## config.mk

```make
export PLATFORM = sky130hd
export DESIGN_NAME = flight_request_sequencer
export DESIGN_NICKNAME = d
export VERILOG_FILES = /design/src/rtl/atc_pkg.sv /design/src/rtl/runway_occupancy_timer.sv /design/src/rtl/flight_request_sequencer.sv
export SDC_FILE = /design/constraint.sdc
export NUM_CORES = 1
export LEC_CHECK = 0
export ABC_AREA = 1
export BUFFER_PORTS_ARGS = -buffer_cell sky130_fd_sc_hd__buf_4
export CORE_MARGIN = 4
export CORE_UTILIZATION = 35
export CTS_BUF_LIST = sky130_fd_sc_hd__clkbuf_4 sky130_fd_sc_hd__clkbuf_8
export DETAILED_ROUTE_END_ITERATION = 8
export GPL_ROUTABILITY_DRIVEN = 0
export SLEW_MARGIN = 20
export SYNTH_ARGS = -nofsm -noshare
export SYNTH_HDL_FRONTEND = slang
export SYNTH_SLANG_ARGS = --single-unit
```

## constraint.sdc

```tcl
create_clock -name clk -period 2.5 [get_ports clk]
set_input_delay 0.25 -clock clk [delete_from_list [all_inputs] [get_ports clk]]
set_output_delay 0.25 -clock clk [all_outputs]
set_load 0.01 [all_outputs]
```

## src/rtl/atc_pkg.sv

```systemverilog
// Shared definitions for the AirTrafficControl request/allocation path.
package atc_pkg;

  localparam int NUM_RUNWAYS = 4;
  localparam int RUNWAY_W    = 2;
  localparam int FUEL_W      = 2;
  localparam int GATE_W      = 3;
  localparam int CNT_W       = 4;

  // Fuel codes, shared with the controller
  localparam logic [FUEL_W-1:0] FUEL_CRITICAL = 2'd0;
  localparam logic [FUEL_W-1:0] FUEL_LOW      = 2'd1;
  localparam logic [FUEL_W-1:0] FUEL_NORMAL   = 2'd2;
  localparam logic [FUEL_W-1:0] FUEL_FULL     = 2'd3;

  typedef enum logic [1:0] {
    ST_IDLE       = 2'd0,
    ST_OFFER      = 2'd1,
    ST_WAIT_GRANT = 2'd2
  } seq_state_t;

  typedef struct packed {
    logic              takeoff;
    logic              emergency;
    logic [FUEL_W-1:0] fuel;
    logic [GATE_W-1:0] gate;
  } req_t;

endpackage

```

## src/rtl/runway_occupancy_timer.sv

```systemverilog
// One runway: busy flag plus a down counter loaded on a successful grant.
module runway_occupancy_timer
  import atc_pkg::*;
#(
  parameter int OCCUPY_CYCLES = 12
) (
  input  logic clk,
  input  logic rst_n,
  input  logic load,
  output logic busy
);

  localparam logic [CNT_W-1:0] LOAD_VAL = CNT_W'(OCCUPY_CYCLES);

  logic [CNT_W-1:0] cnt;

  // Load on grant, then count down to zero; busy drops on the 1->0 step
  always_ff @(posedge clk) begin
    if (!rst_n) begin
      cnt  <= '0;
      busy <= 1'b0;
    end else if (load) begin
      cnt  <= LOAD_VAL;
      busy <= 1'b1;
    end else if (cnt != '0) begin
      cnt <= cnt - CNT_W'(1);
      if (cnt == CNT_W'(1)) busy <= 1'b0;
    end
  end

endmodule

```

## src/rtl/flight_request_sequencer.sv

```systemverilog
// Initiator side of the ATC interface: queues requests, offers them to the
// controller one at a time and tracks runway occupancy after allocation.
module flight_request_sequencer
  import atc_pkg::*;
#(
  parameter int DEPTH         = 4,
  parameter int GRANT_TIMEOUT = 15,
  parameter int OCCUPY_CYCLES = 12
) (
  input  logic       clk,
  input  logic       rst_n,
  input  logic       in_valid,
  output logic       in_ready,
  input  logic       in_takeoff,
  input  logic       in_emergency,
  input  logic [1:0] in_fuel,
  input  logic [2:0] in_gate,
  output logic       atc_valid,
  input  logic       atc_ready,
  output logic       atc_takeoff,
  output logic       atc_emergency,
  output logic [1:0] atc_fuel,
  output logic [2:0] atc_gate,
  input  logic       grant_valid,
  input  logic [1:0] grant_runway,
  output logic [3:0] runway_busy,
  output logic [2:0] queue_count,
  output logic       timeout_pulse,
  output logic       conflict_pulse
);

  localparam int          PTR_W     = $clog2(DEPTH);
  localparam logic [2:0]  DEPTH_C   = 3'(DEPTH);
  localparam logic [3:0]  WAIT_LAST = 4'(GRANT_TIMEOUT - 1);

  req_t             fifo_mem [DEPTH];
  logic [PTR_W-1:0] wr_ptr;
  logic [PTR_W-1:0] rd_ptr;
  logic [2:0]       count;
  req_t             emg_slot;
  logic             emg_full;
  req_t             offer;
  seq_state_t       state;
  logic [3:0]       wait_cnt;

  req_t in_req;
  logic push_emg, push_norm, pop_emg, pop_norm, grant_ok;

  assign in_req = '{takeoff: in_takeoff, emergency: in_emergency,
                    fuel: in_fuel, gate: in_gate};

  // Intake handshake and pop/grant qualifiers; emergency slot has priority
  always_comb begin
    in_ready  = in_emergency ? ~emg_full : (count != DEPTH_C);
    push_emg  = in_valid & in_ready & in_emergency;
    push_norm = in_valid & in_ready & ~in_emergency;
    pop_emg   = (state == ST_IDLE) & emg_full;
    pop_norm  = (state == ST_IDLE) & ~emg_full & (count != 3'd0);
    grant_ok  = (state == ST_WAIT_GRANT) & grant_valid & ~runway_busy[grant_runway];
  end

  assign queue_count   = count;
  assign atc_takeoff   = offer.takeoff;
  assign atc_emergency = offer.emergency;
  assign atc_fuel      = offer.fuel;
  assign atc_gate      = offer.gate;

  // Request storage (data only, no reset needed)
  always_ff @(posedge clk) begin
    if (push_norm) fifo_mem[wr_ptr] <= in_req;
    if (push_emg)  emg_slot         <= in_req;
  end

  // FIFO pointers, occupancy and emergency slot flag; count tracked separately
  always_ff @(posedge clk) begin
    if (!rst_n) begin
      wr_ptr   <= '0;
      rd_ptr   <= '0;
      count    <= '0;
      emg_full <= 1'b0;
    end else begin
      if (push_norm) wr_ptr <= wr_ptr + PTR_W'(1);
      if (pop_norm)  rd_ptr <= rd_ptr + PTR_W'(1);
      case ({push_norm, pop_norm})
        2'b10:   count <= count + 3'd1;
        2'b01:   count <= count - 3'd1;
        default: count <= count;
      endcase
      if (push_emg)     emg_full <= 1'b1;
      else if (pop_emg) emg_full <= 1'b0;
    end
  end

  // Offer/allocation FSM with registered handshake and event pulses
  always_ff @(posedge clk) begin
    if (!rst_n) begin
      state          <= ST_IDLE;
      atc_valid      <= 1'b0;
      offer          <= '0;
      wait_cnt       <= '0;
      timeout_pulse  <= 1'b0;
      conflict_pulse <= 1'b0;
    end else begin
      timeout_pulse  <= 1'b0;
      conflict_pulse <= 1'b0;
      case (state)
        ST_IDLE: begin
          if (pop_emg) begin
            offer     <= emg_slot;
            atc_valid <= 1'b1;
            state     <= ST_OFFER;
          end else if (pop_norm) begin
            offer     <= fifo_mem[rd_ptr];
            atc_valid <= 1'b1;
            state     <= ST_OFFER;
          end
        end
        ST_OFFER: begin
          if (atc_ready) begin
            atc_valid <= 1'b0;
            wait_cnt  <= '0;
            state     <= ST_WAIT_GRANT;
          end
        end
        ST_WAIT_GRANT: begin
          if (grant_valid) begin
            if (grant_ok) begin
              state <= ST_IDLE;
            end else begin
              conflict_pulse <= 1'b1;
              atc_valid      <= 1'b1;
              state          <= ST_OFFER;
            end
          end else if (wait_cnt == WAIT_LAST) begin
            timeout_pulse <= 1'b1;
            state         <= ST_IDLE;
          end else begin
            wait_cnt <= wait_cnt + 4'd1;
          end
        end
        default: state <= ST_IDLE;
      endcase
    end
  end

  for (genvar r = 0; r < NUM_RUNWAYS; r++) begin : g_runway
    runway_occupancy_timer #(
      .OCCUPY_CYCLES(OCCUPY_CYCLES)
    ) u_timer (
      .clk  (clk),
      .rst_n(rst_n),
      .load (grant_ok && (grant_runway == RUNWAY_W'(r))),
      .busy (runway_busy[r])
    );
  end

endmodule

```

### Yosys cells after proc, flatten, opt, wreduce, memory -nomap -nowiden

Memory sizes are Yosys's and may differ from the RTL's. A register that Yosys moved wholly into a read port is not among the register bits.
Cells that the tools add are included.
W data, S select, Z words.

| operators by class | value |
|---|---|
| add/sub/neg operators | 9 |
| $lt $le $gt $ge | 1 |
| eq/ne operators | 20 |
| multiplexer cells | 51 |
| bitwise gates (word level) | 13 |
| reductions and logical operators | 38 |

Operator list:

| cell | number |
|---|---|
| $mux W4 | 11 |
| $mux W1 | 26 |
| $reduce_bool A2 Y1 | 12 |
| $eq A4 B1 Y1 const B | 4 |
| $reduce_bool A4 Y1 | 4 |
| $sub A4 B1 Y4 const B | 4 |
| $mux W2 | 7 |
| $mux W7 | 2 |
| $ne A2 B2 Y1 const B | 5 |
| $reduce_and A2 Y1 | 5 |
| $and A1 B1 Y1 | 8 |
| $eq A2 B2 Y1 const B | 4 |
| $pmux W4 S2 | 1 |
| $reduce_or A2 Y1 | 4 |
| $eq A2 B1 Y1 const B | 3 |
| $ne A3 B3 Y1 const B | 2 |
| $pmux W2 S3 | 1 |
| $pmux W3 S2 | 1 |
| $reduce_and A3 Y1 | 2 |
| $reduce_bool A3 Y1 | 2 |
| $not A1 Y1 | 5 |
| $reduce_and A5 Y1 | 1 |
| $add A2 B1 Y2 const B | 2 |
| $add A4 B1 Y4 const B | 1 |
| other kinds (11) | 15 |

| word-level totals | value |
|---|---|
| register bits | 51 |
| memory bits (writable) | 28 |
| input port bits | 14 |
| output and inout port bits | 18 |
| word-level logic and storage cells | 162 |
| memories kept | 1 |

Memory list:

| name | words | bits a word | read ports | clocked after Yosys merged registers in | wr ports | line | text |
|---|---|---|---|---|---|---|---|
| fifo_mem | 4 | 7 | 1 | 1 | 1 | flight_request_sequencer.sv:36 | `req_t fifo_mem [DEPTH];` |

### Logic depth before layout (Yosys ltp)

| depth | value |
|---|---|
| depth in word-level cells | 7 |
| gate-level depth with buffers | 11 |
| mapped depth without buffers | 11 |

### By module

From an unflattened synthesis, not the netlist that was laid out.

| second synthesis, totals | value |
|---|---|
| cells, all modules | 413 |
| area total of the unflattened synthesis | 3601.0 um^2 |

Modules (own cells, without submodules):

| module | instances | cells an instance | area an instance (um^2) | sequential area each (um^2) |
|---|---|---|---|---|
| flight_request_sequencer | 1 | 277 | 2585.0 | 1571.5 |
| runway_occupancy_timer | 4 | 34 | 254.0 | 100.1 |

### Least setup slack after synthesis

OpenSTA, ideal clock, no wires.

| path | value |
|---|---|
| path type | register to register |
| from | register count[0] (netlist: queue_count[0]) |
| to | register count[2] (netlist: queue_count[2]) |
| library setup time | 0.122 ns |
| arrival | 1.773 ns |
| data required time | 2.378 ns |
| path slack | 0.605 ns |
| stages on the path, launching flop included | 12 |
| buffers on the path | 0 |
| period minus slack after synthesis | 1.895 ns |
| path through | dfxtp_1 nor2_1 nand2_1 inv_1 nor2_4 ha_1 inv_1 fa_1 a21oi_1 o21ai_0 o21ai_0 a21oi_1 |

| on the way | value |
|---|---|
| elaborated cells between the ends (all ways) | 12 |
| classes of those cells | 2 x add/sub; 3 x eq/ne; 2 x mux; 3 x bitwise; 2 x reduce/logical |

RTL lines:

| item | line | text |
|---|---|---|
| start: declaration | flight_request_sequencer.sv:39 | `logic [2:0] count;` |
| start signal: assignment | flight_request_sequencer.sv:85 | `2'b10: count <= count + 3'd1;` |
| start signal: assignment | flight_request_sequencer.sv:86 | `2'b01: count <= count - 3'd1;` |
| start signal: assignment | flight_request_sequencer.sv:87 | `default: count <= count;` |
| $reduce_bool A3 Y1 (*) | flight_request_sequencer.sv:58 | `pop_norm = (state == ST_IDLE) & ~emg_full & (count != 3'd0);` |
| $and A1 B1 Y1 (*) | flight_request_sequencer.sv:58 |  |
| named net pop_norm | flight_request_sequencer.sv:47 | `logic push_emg, push_norm, pop_emg, pop_norm, grant_ok;` |
| $eq A2 B1 Y1 or $eq A2 B2 Y1 (tied branches) | flight_request_sequencer.sv:84 | `case ({push_norm, pop_norm})` |
| $pmux W3 S2 or $reduce_bool A2 Y1 (tied branches) | - |  |

Mark *: on every way through the listed nets, which the timed path passes. The rest lies on a longest branch.
A chain may end at the register's enable or synchronous reset.

### Final worst setup path

| path | value |
|---|---|
| from | register emg_full |
| to | register count[2] (netlist: queue_count[2]) |

| on the way | value |
|---|---|
| elaborated cells between the ends (all ways) | 10 |
| classes of those cells | 2 x eq/ne; 2 x mux; 5 x bitwise; 1 x reduce/logical |

RTL lines:

| item | line | text |
|---|---|---|
| start: declaration | flight_request_sequencer.sv:41 | `logic emg_full;` |
| start signal: assignment | flight_request_sequencer.sv:80 | `emg_full <= 1'b0;` |
| start signal: assignment | flight_request_sequencer.sv:89 | `if (push_emg) emg_full <= 1'b1;` |
| start signal: assignment | flight_request_sequencer.sv:90 | `else if (pop_emg) emg_full <= 1'b0;` |
| $not A1 Y1 (*) | flight_request_sequencer.sv:58 |  |
| $and A1 B1 Y1 (*) (2 in a row) | flight_request_sequencer.sv:58 |  |
| named net pop_norm | flight_request_sequencer.sv:47 |  |
| $eq A2 B1 Y1 or $eq A2 B2 Y1 (tied branches) | flight_request_sequencer.sv:84 |  |
| $pmux W3 S2 or $reduce_bool A2 Y1 (tied branches) | - |  |

Marks and branches as above.

==> out/metrics.cfg <==
[timing]
setup_ws_ns=0.377
max_clock_freq_mhz=471
post-route-period-util=0.849
worst_pin_slew_ns=0.658
layout_min_cycle_time_ns=2.12
final.setup_skew_ns=0.0155
rsz0062_at_grt=false
relSlewSlack=0.560
finalSetupViolCount=0
hold_viol=0
slew_viol_final=0
setup_tns_ns=0

[drt]
via_count=2871
first_pass_iters=5
ant_nets=0
wl_per_cell_um=12.0
drt-initial-drc-count=83
viasPerCell=4.63
drt-total-wl_um=7450
route.detailed.drc=0

[cts]
clock_latency_ns=0.36
hold_buffers=0
h-tree-depth=3
clk_pin_slew_ns=0.10
cts_tree=done
postCtsSetupRepairBufs=0
clock_sinks=81
clockBufferDepth=2
cts_buffers=9
root_buffer=clkbuf_8
ctsResizeCount=0

[power]
power.switching_mw=1.78
ir_drop_mv=0.333
clkPwrFrac=0.220
p_sw_frac=0.390
p_int_mw=2.78
seqPwrFrac=0.398
p_leak_nw=1.92
p_per_area_nw_per_um2=1060
p_comb_frac=0.382
p_total_mw=4.56

[job]
max-cap-violations=0

[setup_path]
cp.arrival_ns=2.36
path_class=register to register
cp.required_ns=2.74
r2r-start=emg_full
worstRegToRegCells=10
reg2reg_to=queue_count[2]
r2r_setup_slack_ns=0.38
startpoint_type=register
crit_fanout=9
cp-end-kind=register

[synthesis]
synth-edff-count=35
synth-main-ff-cell=dfxtp_1
ys_ff_latch=81
async_flop_share=0
avgSynthCellArea_um2=8.37
ys_seq_area_frac=0.527
synthDistinctLibCells=25
yosysWarnings=0
syn-cell-area_um2=3740
syn_inst=447
mappedNetlistNets=479

[global_route]
grt_max_degree=22
grt_pass1_wl_um=12700
grt.total_usage=0.124
grt_overflow=0
antenna_found_initial=0
first_global_vias=2813

[floorplan]
floorplan.initialDensity=0.361
design.core.area_um2=10400
die_h_um=111
die_w_um=111
io_pins=32
die-area_um2=12400
row_count=37

[placed_design]
port_buffers=31
dp_hpwl_um=5470
post_dp_cell_area_um2=4090
place_inst=604
place_ws_ns=0.388

[hold_path]
worstHoldPathType=input port to register
hold_end=fifo_mem[1][2]
hp-start=in_gate[2]
worstHoldPathCells=1

[run_status]
outcome=completed

[layout]
final_cell_area_um2=4300
diodes=0
area_delta_synth_final_pct=14.8
layout.cells.non_filler=620
drive_gt1_frac=0.116
fill_cells=1044
nNetsFinal=511

## cells in the mapped netlist, types with 5 or more instances
| cell type | count | share of area |
|---|---|---|
| inv_1 | 69 | 0.069 |
| nand2_1 | 114 | 0.11 |
| dfxtp_1 | 46 | 0.25 |
| o21ai_0 | 18 | 0.024 |
| xor2_1 | 7 | 0.016 |
| nand3_1 | 36 | 0.048 |
| buf_4 | 5 | 0.010 |
| ha_1 | 17 | 0.057 |
| edfxtp_1 | 35 | 0.28 |
| a21oi_1 | 33 | 0.044 |
| nor2_1 | 40 | 0.040 |
## logic make-up after synthesis
family / share of synthesized area
flip-flops: 0.527
AO/OA/AOI/OAI: 0.0702
AND/OR/NAND/NOR: 0.237
XOR/XNOR: 0.0164
buffers and inverters: 0.0870
adder cells (fa/ha/maj): 0.0622
## worst max-delay path, stage by stage, from the launching register on
cell and delay [ns]:
dfxtp_1 0.33, inv_1 0.17, nand2_1 0.15, nor2_4 0.23, ha_1 0.18, inv_1 0.07
fa_1 0.38, a21oi_1 0.16, o21ai_0 0.12, o21ai_0 0.17, a21oi_1 0.05
## sequential cells by signal, summed over array words and instances, names as in the netlist, named ones only
signal / flops
atc_emergency: 1
timeout_pulse: 1
atc_gate: 3
wait_cnt: 4
state: 2
queue_count: 3
g_runway.u_timer.busy: 4
atc_takeoff: 1
wr_ptr: 2
fifo_mem: 28
atc_fuel: 2
conflict_pulse: 1
rd_ptr: 2
atc_valid: 1
g_runway.u_timer.cnt: 16
emg_full: 1
emg_slot: 7
## worst max path at each step
| stage | start | endpoint | slack (ns) |
|---|---|---|---|
| final | emg_full | queue_count[2] | 0.38 |
| after global routing | emg_full | queue_count[2] | 0.18 |
| after CTS | emg_full | queue_count[2] | 0.36 |
| after detailed placement | emg_full | queue_count[2] | 0.39 |
| after global placement | emg_full | queue_count[2] | 0.51 |
| after floorplan | queue_count[0] | queue_count[2] | 0.61 |
## routing by layer
metal | global-route usage | part of all wire | up-vias
met2 | 0.218 | 0.49 | 45
met4 | 0.0511 | 0.018 | 0
met5 | 0 | 0 | -
met3 | 0.0315 | 0.030 | 12
met1 | 0.145 | 0.46 | 1326
li1 | - | - | 1488
## power by group through the flow
stage,Combinational [mW],Sequential (mW),Clock (mW)
floorplan,1.25,1.85,0
global route,2.03,1.86,1.09
CTS,1.77,1.82,1.04
detailed placement,1.76,1.85,0
global placement,1.70,1.84,0
finish,1.74,1.82,1.00
## through the flow
stage | util | hold WS, ns
after floorplan | - | 0.349
final | 0.414 | 0.103
after CTS | 0.414 | 0.0948
after global routing | 0.414 | 0.0878
after global placement | 0.394 | 0.443
after detailed placement | 0.394 | 0.449
## area by class of cell
cell class                      count  area (µm²)  share of cell area
Multi-Input combinational cell    285        1440               0.336
Tap cell                          136         170              0.0396
Timing Repair Buffer               32         240              0.0559
Sequential cell                    81        1970               0.459
Inverter                           70         263              0.0612
Clock buffer                        9         124              0.0288
Clock inverter                      7        82.6              0.0192
## placed cells by master, fill, tap and decap left out, types with 4 or more instances in the layout
cell type / synthesis / layout
ha_1: 17 / 17
nand3_1: 36 / 36
nand4_1: 4 / 4
nand2_1: 114 / 114
nor2_1: 40 / 40
a21oi_1: 33 / 33
inv_1: 69 / 69
nor3_1: 4 / 4
edfxtp_1: 35 / 35
xor2_1: 7 / 7
dfxtp_1: 46 / 46
or2_2: 4 / 4
clkbuf_8: 0 / 9
o21ai_0: 18 / 18
buf_4: 5 / 32
(Power assumes the default switching activity.)
